### config.mk
export PLATFORM = sky130hd
export DESIGN_NAME = mem_access
export DESIGN_NICKNAME = d
export VERILOG_FILES = /design/src/rtl/mem_access.sv
export SDC_FILE = /design/constraint.sdc
export NUM_CORES = 1
export LEC_CHECK = 0
export ABC_AREA = 1
export CAP_MARGIN = 20
export CORE_AREA = 2 2 149 151
export CTS_CLUSTER_SIZE = 24
export DETAILED_ROUTE_END_ITERATION = 10
export DIE_AREA = 0 0 151 153
export GPL_TIMING_DRIVEN = 0
export PLACE_DENSITY = 0.68
export SYNTH_ARGS = -nofsm -noshare
export SYNTH_HDL_FRONTEND = slang
export SYNTH_SLANG_ARGS = --single-unit
### constraint.sdc
create_clock -name clk -period 6 [get_ports clk]
set_clock_uncertainty 0.2 [all_clocks]
set_input_delay 1.8 -clock clk [delete_from_list [all_inputs] [get_ports clk]]
set_output_delay 1.8 -clock clk [all_outputs]
set_load 0.05 [all_outputs]
### src/rtl/mem_access.sv
// Memory-access pipeline stage: request/acknowledge data-bus loads and stores with pipeline stall.
// Optional LL/SC link-bit support is enabled by defining LLSC_EN.
module mem_access (
    input  logic        clk,
    input  logic        rst,
    input  logic [4:0]  mem_wd,
    input  logic        mem_wreg,
    input  logic [31:0] mem_wdata,
    input  logic [31:0] mem_hi,
    input  logic [31:0] mem_lo,
    input  logic        mem_whilo,
    input  logic [7:0]  mem_aluop,
    input  logic [31:0] mem_mem_addr,
    input  logic [31:0] mem_reg2,
    input  logic [31:0] dbus_rdata,
    input  logic        dbus_ack,
    input  logic        llbit_clr,
    output logic        dbus_req,
    output logic        dbus_we,
    output logic [31:0] dbus_addr,
    output logic [3:0]  dbus_sel,
    output logic [31:0] dbus_wdata,
    output logic [4:0]  wb_wd,
    output logic        wb_wreg,
    output logic [31:0] wb_wdata,
    output logic [31:0] wb_hi,
    output logic [31:0] wb_lo,
    output logic        wb_whilo,
    output logic        stallreq_mem,
    output logic        misalign
);

    localparam logic [7:0] OP_LB  = 8'b1110_0000;
    localparam logic [7:0] OP_LBU = 8'b1110_0100;
    localparam logic [7:0] OP_LH  = 8'b1110_0001;
    localparam logic [7:0] OP_LHU = 8'b1110_0101;
    localparam logic [7:0] OP_LW  = 8'b1110_0011;
    localparam logic [7:0] OP_LL  = 8'b1111_0000;
    localparam logic [7:0] OP_SB  = 8'b1110_1000;
    localparam logic [7:0] OP_SH  = 8'b1110_1001;
    localparam logic [7:0] OP_SW  = 8'b1110_1011;
    localparam logic [7:0] OP_SC  = 8'b1111_1000;

    typedef enum logic [1:0] {IDLE, BUSY, DONE} state_t;

    state_t      state_q, state_d;
    logic [31:0] addr_q, wdata_q, rdata_q;
    logic [3:0]  sel_q;
    logic        we_q;
    logic [1:0]  off_q;

    logic        is_load, is_store, sext, is_ll, is_sc, is_mem, misal, sc_fail, start;
    logic [1:0]  size;
    logic [3:0]  sel_c;
    logic [31:0] wdata_c, load_ext;
    logic [7:0]  ld_byte;
    logic [15:0] ld_half;

    always_comb begin
        is_load  = 1'b0;
        is_store = 1'b0;
        sext     = 1'b0;
        is_ll    = 1'b0;
        is_sc    = 1'b0;
        size     = 2'd2;
        case (mem_aluop)
            OP_LB:  begin is_load = 1'b1; size = 2'd0; sext = 1'b1; end
            OP_LBU: begin is_load = 1'b1; size = 2'd0; end
            OP_LH:  begin is_load = 1'b1; size = 2'd1; sext = 1'b1; end
            OP_LHU: begin is_load = 1'b1; size = 2'd1; end
            OP_LW:  is_load = 1'b1;
            OP_LL:  begin is_load = 1'b1; is_ll = 1'b1; end
            OP_SB:  begin is_store = 1'b1; size = 2'd0; end
            OP_SH:  begin is_store = 1'b1; size = 2'd1; end
            OP_SW:  is_store = 1'b1;
            OP_SC:  begin is_store = 1'b1; is_sc = 1'b1; end
            default: ;
        endcase
    end

    assign is_mem = is_load | is_store;
    assign misal  = is_mem && (((size == 2'd1) && mem_mem_addr[0]) ||
                               ((size == 2'd2) && (mem_mem_addr[1:0] != 2'b00)));

`ifdef LLSC_EN
    logic llbit_q;

    assign sc_fail = is_sc && !llbit_q;

    // A pending clear takes priority over LL setting the link bit.
    always_ff @(posedge clk or posedge rst) begin
        if (rst)                           llbit_q <= 1'b0;
        else if (llbit_clr)                llbit_q <= 1'b0;
        else if (state_q == DONE && is_ll) llbit_q <= 1'b1;
        else if (state_q == DONE && is_sc) llbit_q <= 1'b0;
    end
`else
    logic unused_ok;
    assign sc_fail   = 1'b0;
    assign unused_ok = &{1'b0, llbit_clr, is_ll, is_sc};
`endif

    assign start = (state_q == IDLE) && is_mem && !misal && !sc_fail;

    always_comb begin
        case (size)
            2'd0:    begin sel_c = 4'b1000 >> mem_mem_addr[1:0]; wdata_c = {4{mem_reg2[7:0]}};  end
            2'd1:    begin sel_c = mem_mem_addr[1] ? 4'b0011 : 4'b1100; wdata_c = {2{mem_reg2[15:0]}}; end
            default: begin sel_c = 4'b1111; wdata_c = mem_reg2; end
        endcase
    end

    always_ff @(posedge clk or posedge rst) begin
        if (rst) begin
            state_q <= IDLE;
            addr_q  <= '0;
            wdata_q <= '0;
            rdata_q <= '0;
            sel_q   <= '0;
            we_q    <= 1'b0;
            off_q   <= '0;
        end else begin
            state_q <= state_d;
            if (start) begin
                addr_q  <= {mem_mem_addr[31:2], 2'b00};
                wdata_q <= wdata_c;
                sel_q   <= sel_c;
                we_q    <= is_store;
                off_q   <= mem_mem_addr[1:0];
            end
            if (state_q == BUSY && dbus_ack) rdata_q <= dbus_rdata;
        end
    end

    // Big-endian lane extraction from the captured read word.
    always_comb begin
        case (off_q)
            2'd0:    ld_byte = rdata_q[31:24];
            2'd1:    ld_byte = rdata_q[23:16];
            2'd2:    ld_byte = rdata_q[15:8];
            default: ld_byte = rdata_q[7:0];
        endcase
        ld_half = off_q[1] ? rdata_q[15:0] : rdata_q[31:16];
        case (size)
            2'd0:    load_ext = {{24{sext & ld_byte[7]}}, ld_byte};
            2'd1:    load_ext = {{16{sext & ld_half[15]}}, ld_half};
            default: load_ext = rdata_q;
        endcase
    end

    always_comb begin
        state_d      = state_q;
        wb_wd        = mem_wd;
        wb_wreg      = mem_wreg;
        wb_wdata     = mem_wdata;
        wb_hi        = mem_hi;
        wb_lo        = mem_lo;
        wb_whilo     = mem_whilo;
        stallreq_mem = 1'b0;
        case (state_q)
            IDLE: begin
                if (misal) begin
                    wb_wreg = 1'b0;
                end else if (sc_fail) begin
                    wb_wdata = '0;
                end else if (is_mem) begin
                    stallreq_mem = 1'b1;
                    wb_wreg      = 1'b0;
                    state_d      = BUSY;
                end
            end
            BUSY: begin
                stallreq_mem = 1'b1;
                wb_wreg      = 1'b0;
                if (dbus_ack) state_d = DONE;
            end
            DONE: begin
                state_d = IDLE;
                if (is_load) begin
                    wb_wdata = load_ext;
`ifdef LLSC_EN
                end else if (is_sc) begin
                    wb_wdata = 32'd1;
`endif
                end else begin
                    wb_wreg = 1'b0;
                end
            end
            default: state_d = IDLE;
        endcase
    end

    assign dbus_req   = (state_q == BUSY);
    assign dbus_we    = we_q;
    assign dbus_addr  = addr_q;
    assign dbus_sel   = sel_q;
    assign dbus_wdata = wdata_q;
    assign misalign   = !rst && (state_q == IDLE) && misal;

endmodule

# ---- Word level (Yosys, flattened, before mapping)
# Cells that the tools add are included.
dict set report classes {
  eq_ne 19
  shifts 1
  n_mux 23
  n_bitwise 3
  reduce_logical 21
}
# cell n
set op_table {}
lappend op_table {{$pmux W32 S2} 2}
lappend op_table {{$eq A8 B8 Y1 const B} 10}
lappend op_table {{$mux W32} 2}
lappend op_table {{$pmux W8 S3} 1}
lappend op_table {{$mux W16} 1}
lappend op_table {{$logic_and A1 B1 Y1} 8}
lappend op_table {{$mux W1} 8}
lappend op_table {{$pmux W2 S2} 2}
lappend op_table {{$pmux W4 S2} 1}
lappend op_table {{$eq A2 B1 Y1 const B} 3}
lappend op_table {{$eq A2 B2 Y1 const B} 3}
lappend op_table {{$logic_not A2 Y1} 3}
lappend op_table {{$mux W2} 3}
lappend op_table {{$ne A2 B2 Y1 const B} 3}
lappend op_table {{$reduce_or A3 Y1} 2}
lappend op_table {{$reduce_or A6 Y1} 1}
lappend op_table {{$mux W4} 1}
lappend op_table {{$reduce_or A4 Y1} 1}
lappend op_table {{$shr A4 B2 Y4 const A} 1}
lappend op_table {{$pmux W1 S3} 1}
lappend op_table {{$reduce_and A3 Y1} 1}
lappend op_table {{$and A1 B1 Y1} 2}
lappend op_table {{$logic_not A1 Y1} 2}
lappend op_table {{$pmux W1 S2} 1}
lappend op_table {{4 further kinds} 4}
dict set report word_totals {
  regBits 103
  wordCells 74
}

# ---- Longest topological paths before layout
# Gate-level depths: netlist (run 1).
dict set report logic_depth {
  ltp_word 9
  mapped_depth 11
}

# ---- Worst setup path before layout (run 1)
# OpenSTA, ideal clock, no wires.
dict set report synth_timing {
  kind {in2out}
  from {in mem_aluop[4]}
  to {out misalign}
  arrival_ps 3739
  path_slack_ps 261
  path_stages 10
  path_cell_list {inv_1 nand2_1 nor2_4 nand2_1 nand2_1 nor2_1 nand2_1 buf_2 nand2_1 nor3_1}
}
dict set report synth_between {
  elab_chain_cells 8
  word_cells_on_any_way 25
}
# element line_no
set synth_rtl {}
lappend synth_rtl {{start: declaration} 12} ;# input logic [7:0] mem_aluop,
lappend synth_rtl {{$eq A8 B8 Y1} 66} ;# case (mem_aluop)
lappend synth_rtl {{$reduce_or A3 Y1 (no line)} -}
lappend synth_rtl {{$pmux W2 S2} 66}
lappend synth_rtl {{$eq A2 B1 Y1 / $eq A2 B2 Y1 (equally long branches)} {82, 83}}
lappend synth_rtl {{$logic_and A1 B1 Y1 (on tied branches)} {82, 83}}
lappend synth_rtl {{$logic_or A1 B1 Y1} 82} ;# assign misal = is_mem && (((size == 2'd1) && mem_mem_addr[0]) ||
lappend synth_rtl {{$logic_and A1 B1 Y1 (*)} 82}
lappend synth_rtl {{$logic_and A1 B1 Y1 (*)} 198} ;# assign misalign = !rst && (state_q == IDLE) && misal;
lappend synth_rtl {{end: declaration} 30} ;# output logic misalign
# Mark *: on every way between the ends. The rest lies on a longest branch, timed or not.

# ---- Worst setup path in the final report (run 1)
dict set report layout_timing {
  from {in mem_aluop[1]}
  to {out wb_wdata[4]}
}
dict set report layout_between {
  elab_chain_cells 7
  word_cells_on_any_way 18
}
# element line_no
set layout_rtl {}
lappend layout_rtl {{$eq A8 B8 Y1} 66}
lappend layout_rtl {{$reduce_or A3 Y1 (no line)} -}
lappend layout_rtl {{$pmux W2 S2} 66}
lappend layout_rtl {{$eq A2 B1 Y1 / $logic_not A2 Y1 (equally long branches)} {82, 144}}
lappend layout_rtl {{$pmux W32 S2} 144} ;# case (size)
lappend layout_rtl {{$mux W32 (*)} 179} ;# if (is_load) begin
lappend layout_rtl {{$mux W32 (*)} -}
lappend layout_rtl {{end: declaration} 25} ;# output logic [31:0] wb_wdata,
# Marked as above.

==> results.cfg, run 1 <==
[synthesis]
synth_top_area_share = 0.3885
ys_ff_latch = 103
ys_types = 28
synthTopCellsByArea = dfrtp_1 (39%), nand2_1 (23%), buf_4 (8.4%)
ys_seq_area_frac = 0.3885
async_flop_share = 1.000
yosys_warnings = 0
synth_area_per_cell_um2 = 6.783
synth_flop_cell = dfrtp_1
synth.cell_area_um2 = 6634
synthCells = 978
yosysTopAreaCell = dfrtp_1
synth_edf_count = 0

[detailed_routing]
drt-pass1-iter-count = 5
wl_per_cell_um = 16.75
drt_iter0_markers = 604
drtAntennaViolNets = 0
vias = 7601
routed_wl_um = 26730
drc_errors = 0
vias_per_cell = 4.763

[min_path]
holdCritPathClass = register to register
holdPathStages = 2
min-delay-start = dbus_wdata[13]$_DFFE_PP0P_
hold_end = dbus_wdata[13]$_DFFE_PP0P_

[worst_setup_path]
r2r_slack_ps = 3710
r2r-end = dbus_wdata[11]$_DFFE_PP0P_
worstPathMaxFanout = 10
critPathLaunchType = primary input
cp_slowest_cell = clkdlybuf4s50_1
cpMostUsedCell = nand2_1
reg2reg_from = state_q[1]$_DFFE_PP0P_
critPathMaxStageDelay_ps = 530
required_ps = 4000
reg2reg_depth = 4
crit_arrival_ps = 3900
crit_chain = clkdlybuf4s50_1 -> inv_4 -> nand2_1 -> nor2_2 -> nand2_2 -> buf_4 -> buf_4 -> nand3_1 -> o211ai_1 -> nand2_1 -> nand2_1 -> clkbuf_4
cp-end-kind = output port
path_class = primary input to output port

[grt]
antenna_found_initial = 3
grt_max_degree = 61
grt-ovfl-total = 0
grt_pass1_wl_um = 40620
grt_usage = 0.2280
grt_pass1_vias = 7250

[pwr]
ir_drop_mv = 0.1418
p_per_area_nw_per_um2 = 279.3
p_leak_nw = 5.298
power_w = 0.002925

[timing]
clock.fmax_mhz = 169.5
maxSlewViolCount = 0
holdWs_ps = 268.7
layout_min_cycle_time_ps = 5899
rsz0062_at_grt = true
worst_slew_pin_slew_ps = 908.7
hold_viol = 0
setup_viol = 0
post-route-period-util = 0.9831
relSlewSlack = 0.3920

[finish]
drive_above_1_share = 0.1508
n_fill_cell = 2215
area_delta_synth_final_pct = 57.88
instances_no_fill = 1596
nets = 1519

[floorplan]
die-area_um2 = 23100
fp-row-count = 54
num_io_pins = 386
core_um2 = 21490
start_util = 0.3088
die_x_um = 151
fp.dieH_um = 153

[place]
io_buffers = 312
gp_congestion = 0.9515
post-dp-hpwl_um = 21250
dp.cells = 1572

[clocking]
insertion_delay_ps = 350
cts_buffers = 9
cts.clk_slew.worst_paths_ps = 60
cts_sinks = 103
cts-htree-levels = 3
clk_root_buffer_cell = clkbuf_16
cts.path.max_buffers = 2
cts_tree = yes

[run_status]
status = finished clean

[job]
drv_cap = 0
==> how the worst max path moves through the flow <==
stage / startpoint / to / depth (start not counted)
global placement: mem_aluop[3] / wb_wdata[4] / 12
finish: mem_aluop[1] / wb_wdata[4] / 12
global route: mem_aluop[4] / wb_wdata[26] / 12
floorplan: mem_aluop[4] / misalign / 10
detailed placement: mem_aluop[4] / wb_wdata[4] / 12
CTS: mem_aluop[1] / wb_wdata[14] / 12
==> cells in the final DEF, fill, tap and decap left out, types with 3 or more instances in the layout <==
| master | n |
|---|---|
| nand2_1 | 396 |
| clkdlybuf4s50_1 | 277 |
| dfrtp_1 | 103 |
| buf_4 | 93 |
| nand3_1 | 92 |
| nand4_1 | 72 |
| nor2_1 | 63 |
| inv_1 | 55 |
| buf_2 | 36 |
| o21ai_0 | 21 |
| clkbuf_4 | 20 |
| clkbuf_1 | 18 |
| clkbuf_16 | 9 |
| inv_2 | 5 |
| clkbuf_2 | 5 |
| mux2_2 | 5 |
| o211ai_1 | 4 |
| diode_2 | 3 |
| nand2_2 | 3 |
| inv_4 | 3 |
| nand3_4 | 3 |
| o21a_1 | 3 |
==> area by class of cell <==
class                           count  area [um2]  area share
Antenna cell                        3       7.507   0.0007168
Multi-Input combinational cell    678        3042      0.2904
Clock inverter                      5       65.06    0.006212
Inverter                           65       251.5     0.02401
Tap cell                          280       350.3     0.03345
Sequential cell                   103        2577      0.2461
Buffer                            133       858.3     0.08195
Clock buffer                       11       242.7     0.02318
Timing Repair Buffer              318        3079      0.2940
==> critical path: cells and delay by family <==
family	cells	cell delay, ps
buffers and inverters	5	1280
AO/OA/AOI/OAI	1	210
AND/OR/NAND/NOR	6	620
==> registers in the layout (all words and copies together), names as in the netlist <==
register,cells
dbus_sel,4
off_q,2
state_q,2
dbus_wdata,32
dbus_addr,30
dbus_we,1
rdata_q,32
==> cell usage after synthesis (all sizes together) (2+ instances only) <==
library cell and instances:
inv 63, clkinv 2, mux2 5, nand3 97, o21a 3, o21ai 22, o211ai 4, nand4 72
dfrtp 103, mux2i 2, clkbuf 24, buf 109, nand2 400, nor2 66
==> where the power goes <==
group	internal [W]	switching, W
Clock	0.000340	0.000276
Combinational	0.000483	0.000839
Sequential	0.000860	0.000127
Total	0.00168	0.00124
==> through the flow <==
| step | util | instance area, um2 | setup TNS, ps | setup slack [ps] |
|---|---|---|---|---|
| finish | 0.4875 | 10470 | 0 | 101.4 |
| global route | 0.4875 | 10470 | -403.1 | -55.10 |
| CTS | 0.4830 | 10380 | 0 | 1.674 |
| detailed placement | 0.4720 | 10140 | -20640 | -699.9 |
| global placement | 0.4706 | 10110 | -62510 | -683.8 |
| floorplan | - | 6638 | 0 | 260.8 |
==> timing repair <==
action,4_1_cts,5_1_grt
gates resized for setup,179,59
buffers inserted,0,5
pin swaps,1,2
hold buffers,0,0
setup endpoints to repair,35,34
==> layer usage <==
metal	GRT usage	routed length (um)	part of all wire
met5	0	0	0
met4	0.08901	828	0.031
met3	0.03403	2066	0.077
met2	0.3639	12580	0.47
met1	0.3104	11250	0.42
==> cell families (layout without fill, tap and decap cells) <==
family	Yosys count	count (layout)	synth area share
AOI/OAI and AO/OA	31	31	0.02697
buffers and inverters	198	532	0.1603
DFF	103	103	0.3885
muxes	7	7	0.01150
other	1	5	0.0005653
and+or+nand+nor	638	638	0.4121
Note: power is estimated with default switching activity, not from simulation.
==> inputs of run 2 (changes only) <==
--- a/config.mk
+++ b/config.mk
@@ -8,11 +8,11 @@
 export ABC_AREA = 1
 export CAP_MARGIN = 20
 export CORE_AREA = 2 2 149 151
-export CTS_CLUSTER_SIZE = 24
 export DETAILED_ROUTE_END_ITERATION = 10
 export DIE_AREA = 0 0 151 153
 export GPL_TIMING_DRIVEN = 0
 export PLACE_DENSITY = 0.68
+export SLEW_MARGIN = 0
 export SYNTH_ARGS = -nofsm -noshare
 export SYNTH_HDL_FRONTEND = slang
 export SYNTH_SLANG_ARGS = --single-unit
==> results of run 2 <==
Final layout, timing and power as in run 1 (identical DEF).
==> variant 1 (config.mk and constraints of run 1) <==
Add a define of `LLSC_EN`.
--- a/src/rtl/mem_access.sv
+++ b/src/rtl/mem_access.sv
@@ -1,5 +1,7 @@
 // Memory-access pipeline stage: request/acknowledge data-bus loads and stores with pipeline stall.
 // Optional LL/SC link-bit support is enabled by defining LLSC_EN.
+`define LLSC_EN
+
 module mem_access (
     input  logic        clk,
     input  logic        rst,
Function: changed (a bounded check fails within 4 cycles, from zero or initial values and one cycle with rst high).
==> variant 1 against run 1 <==
Via count increased by 15%; clock power decreased by 4.4%; routed wire length increased by 9.0%; non-clock buffer count increased by 18; sequential cell count increased by 1; synthesized cell count increased by 19%; maximum frequency decreased by 0.36%; worst setup slack got worse by 0.021 ns; total power increased by 19%; cell area increased by 8.6%; synthesized area increased by 11%; critical path type unchanged.
==> variant 1: results (changes against run 1) <==
outcome: "completed"  # unchanged
routed_wl_um: 29130  # was 26,730 um
grt_usage: 0.2433  # was 0.2280
dr.max_layer_used: "met5"  # was met4
crit_path_max_fanout: 16  # was 10
met2_usage: 0.4000  # was 0.3639
crit_path_end: "stallreq_mem"  # was wb_wdata[4]
cts_buffer_depth: 2  # unchanged
rr_endpoint: "dbus_wdata[20]$_DFFE_PP0P_"  # was dbus_wdata[11]$_DFFE_PP0P_
critPathTopFamily: "simple AND/OR/NAND/NOR gates"  # was buffers and inverters
route.met3.wl_um: 2208  # was 2066 um
seq_area_mm2: 0.002603  # was 0.002577 mm^2
synth_area_leaders: "dfrtp_1 35%, nand2_1 27%, buf_4 7.8%"  # was dfrtp_1 39%, nand2_1 23%, buf_4 8.4%
drive_above_1_share: 0.1475  # was 0.1508
cts_buffers: 9  # unchanged
critPathArrivalTime_ns: 3.92  # was 3.90 ns
placed_area_mm2: 0.01091  # was 0.01014 mm^2
drt_first_pass_iters: 5  # unchanged
antenna_found_initial: 3  # unchanged
wl_met1_um: 11980  # was 11,250 um
synth_common_cells: "524 x nand2_1, 104 x dfrtp_1, 77 x buf_4, 77 x inv_1, 75 x nand3_1"  # was 398 x nand2_1, 103 x dfrtp_1, 94 x nand3_1
synthArstFlopShare: 1.000  # unchanged
grt_pass1_vias: 8005  # was 7,250
tightest_slew_ns: 0.8167  # was 0.9087 ns
port_buffers: 313  # was 312
wl_met2_um: 14030  # was 12,580 um
fill_cells: 2178  # was 2,215
h-tree-depth: 3  # unchanged
slowest_delay_ns: 0.57  # was 0.53 ns
num_vias: 8721  # was 7,601
place.gp.congestion: 0.9187  # was 0.9515
grt_max_degree: 60  # was 61
nets: 1711  # was 1,519
grt_pass1_wl_um: 43790  # was 40,620 um
clk_pin_slew_ns: 0.07
ys_types: 26  # was 28
yosysSeqAreaShare: 0.3524  # was 0.3885
p_leak_nw: 5.726  # was 5.298 nW
reg2reg_depth: 7  # was 4
hold_start: "dbus_addr[27]$_DFFE_PP0P_"  # was dbus_wdata[13]$_DFFE_PP0P_
ir_drop_mv: 0.1823  # was 0.1418 mV
hold-path-endpoint: "dbus_addr[27]$_DFFE_PP0P_"  # was dbus_wdata[13]$_DFFE_PP0P_
met1_usage: 0.3247  # was 0.3104
initialDrtViolationCount: 859  # was 604
r2r_slack_ns: 3.56  # was 3.71 ns
post-dp-hpwl_um: 23190  # was 21,250 um
grtUsageMet3: 0.03761  # was 0.03403
==> variant 1: power breakdown <==
| group | total [mW] | internal (mW) | switching (mW) |
|---|---|---|---|
| sequential | 1.05 | 0.922 | 0.132 |
| clock | 0.589 | 0.291 | 0.298 |
| combinational | 1.84 | 0.626 | 1.22 |
| total | 3.49 | 1.84 | 1.65 |
==> variant 1: cells by family (layout without fill, tap and decap cells) <==
logic type | count (synthesis) | count (layout) | synth area share
buffers and inverters | 225 | 567 | 0.1613
other | 1 | 4 | 0.0005078
and+or+nand+nor | 730 | 731 | 0.4170
AOI/OAI and AO/OA | 101 | 101 | 0.06879
DFF | 104 | 104 | 0.3524
==> variant 1: per-stage QoR <==
| stage | TNS (ns) | power (mW) | hold slack [ns] | instances | worst slack, ns |
|---|---|---|---|---|---|
| after detailed placement | -23.93 | 2.898 | 0.2573 | 1756 | -0.8570 |
| final | 0 | 3.485 | 0.2707 | 1787 | 0.07997 |
| after global placement | -78.39 | 2.881 | 0.2533 | 1755 | -0.8543 |
| after floorplan | 0 | 2.208 | 0.2633 | 1162 | 0.3892 |
| after global routing | -0.01195 | 3.675 | 0.2917 | 1787 | -0.01065 |
| after CTS | -0.03901 | 3.481 | 0.2754 | 1773 | -0.03901 |
==> variant 1: area by class of cell <==
class | count | share of cell area
sequential | 104 | 0.2288
buffer | 142 | 0.07900
clock inverter | 7 | 0.005391
antenna | 2 | 0.0004401
multi-input combinational | 834 | 0.3250
tap | 280 | 0.03081
clock buffer | 9 | 0.01980
timing repair buffer | 327 | 0.2829
inverter | 82 | 0.02784
==> variant 1: timing repair <==
action	in CTS	in global routing
gates resized for setup	202	62
hold endpoints to repair	0	0
cloned	0	1
buffers inserted	2	11
endpoints found under the setup margin	35	35
pin swaps	1	5
==> variant 2 (flow settings as in run 1) <==
Made on the original files. Re-encode `state_t` (3 states) as one-hot, 3 bits wide.
--- a/src/rtl/mem_access.sv
+++ b/src/rtl/mem_access.sv
@@ -41,7 +41,7 @@
     localparam logic [7:0] OP_SW  = 8'b1110_1011;
     localparam logic [7:0] OP_SC  = 8'b1111_1000;
 
-    typedef enum logic [1:0] {IDLE, BUSY, DONE} state_t;
+    typedef enum logic [2:0] {IDLE = 3'b001, BUSY = 3'b010, DONE = 3'b100} state_t;
 
     state_t      state_q, state_d;
     logic [31:0] addr_q, wdata_q, rdata_q;
Check against the original RTL: same outputs for any inputs over 4 cycles, from zero or initial values and one cycle with rst high; so few cycles prove little.
==> variant 2 against run 1 <==
Core utilization shrank 0.62 points; sequential cell count rose by 1; cell count down 0.88%; die area unchanged; cell area down 1.3%; total power is 11% lower; worst setup slack improved by 0.022 ns; routed wire length fell by 4.4%; via count is 4.4% lower; synthesized area down 1.6%; critical endpoint is now wb_wdata[11]; highest routed layer unchanged.
==> variant 2: results (changes against run 1) <==
post-dp-hpwl_um: 20160  # was 21,250 um
yosysSeqAreaShare: 0.3989  # was 0.3885
ctsResizeCount: 125  # was 179
multi_input_area_mm2: 0.002942  # was 0.003042 mm^2
ir_drop_mv: 0.1029  # was 0.1418 mV
synth_common_cells: "440 x nand2_1, 119 x nand3_1, 103 x dfrtp_1"  # was 398 x nand2_1, 103 x dfrtp_1, 94 x nand3_1
antennaDiodeCount: 0  # was 3
num_vias: 7268  # was 7,601
synthArstFlopShare: 1.000  # unchanged
ys_warn_count: 0  # unchanged
grt_max_degree: 37  # was 61
syn_area_per_cell_um2: 6.778  # was 6.783 um^2
intPower_mw: 1.537  # was 1.683 mW
grt_usage: 0.2148  # was 0.2280
pg_clk_uw: 644  # was 616 uW
pg_seq_uw: 869  # was 987 uW
tightest_slew_ns: 0.8003  # was 0.9087 ns
ys_types: 28  # unchanged
synth_compound_area_frac: 0.02894  # was 0.02697
p_leak_nw: 5.304  # was 5.298 nW
outcome: "completed"  # unchanged
clk_share: 0.03098  # was 0.02939
layout.cells.non_filler: 1582  # was 1,596
synthMuxAreaShare: 0  # was 0.01151
switching_power_mw: 1.081  # was 1.242 mW
drt_first_pass_iters: 6  # was 5
port_buffers: 312  # unchanged
clk_latency_ns: 0.35  # about the same
crit_path_max_fanout: 10  # unchanged
crit_path_top_delay_cell: "clkdlybuf4s50_1"  # unchanged
place.gp.congestion: 0.8800  # was 0.9515
multi_input_cells: 692  # was 678
grt_pass1_wl_um: 38280  # was 40,620 um
dr.max_layer_used: "met4"  # unchanged
wl_met2_um: 12730  # was 12,580 um
critPathArrivalTime_ns: 3.88  # was 3.90 ns
fill_cells: 2201  # was 2,215
met2_usage: 0.3784  # was 0.3639
n_all_buffers: 439  # was 451
flops_and_latches: 104  # was 103
cts_setup_buffers: 3  # was 0
wl_per_cell_um: 16.15  # was 16.75 um
cts_buffer_depth: 2  # unchanged
clk_pin_slew_ns: 0.08  # was 0.06 ns
inv_count: 51  # was 65
nonClkBufAreaFrac: 0.3790  # was 0.3759
met1_usage: 0.2598  # was 0.3104
grt_pass1_vias: 7103  # was 7,250
grtUsageMet3: 0.04478  # was 0.03403
seq-cell-share: 0.2518  # was 0.2461
preCtsSetupSlack_ns: -0.6031  # was -0.6999 ns
synth_area_leaders: "dfrtp_1 39%, nand2_1 25%, buf_4 9.7%"  # was dfrtp_1 39%, nand2_1 23%, buf_4 8.4%
drive_above_1_share: 0.1536  # was 0.1508
antenna_found_initial: 0  # was 3
critPathTopFamily: "buffers and inverters"  # unchanged
route.met3.wl_um: 2105  # was 2066 um
nets: 1508  # was 1,519
initialDrtViolationCount: 390  # was 604
fin_util: 0.4812  # was 0.4875
wl_met1_um: 10100  # was 11,250 um
variant 2: cell count changes after synthesis, moves of 4 or more:
cell             run 1  this run
buf_4               74        84
nand4_1             72         3
o21ai_0             21        31
nand2_2              2         8
nor2_1              64        69
clkbuf_1            24        11
buf_2               34        20
mux2_2               5         0
nand3_1             94       119
inv_2                6         2
nand2_1            398       440
inv_1               57        44
variant 2: path summary, 6_finish.rpt:
path / slack, ns / start / endpoint / cells after the start
min in group asynchronous: 1.78 / rst / dbus_we$_DFFE_PP0P_ / 3
setup reg to reg: 3.70 / state_q[2]$_DFFE_PP0P_ / rdata_q[13]$_DFFE_PP0P_ / 5
max in group asynchronous: 3.29 / rst / rdata_q[31]$_DFFE_PP0P_ / 4
hold reg to reg: 0.27 / dbus_addr[22]$_DFFE_PP0P_ / dbus_addr[22]$_DFFE_PP0P_ / 2
hold / removal: 0.27 / dbus_addr[22]$_DFFE_PP0P_ / dbus_addr[22]$_DFFE_PP0P_ / 2
setup / recovery: 0.12 / mem_aluop[2] / wb_wdata[11] / 11
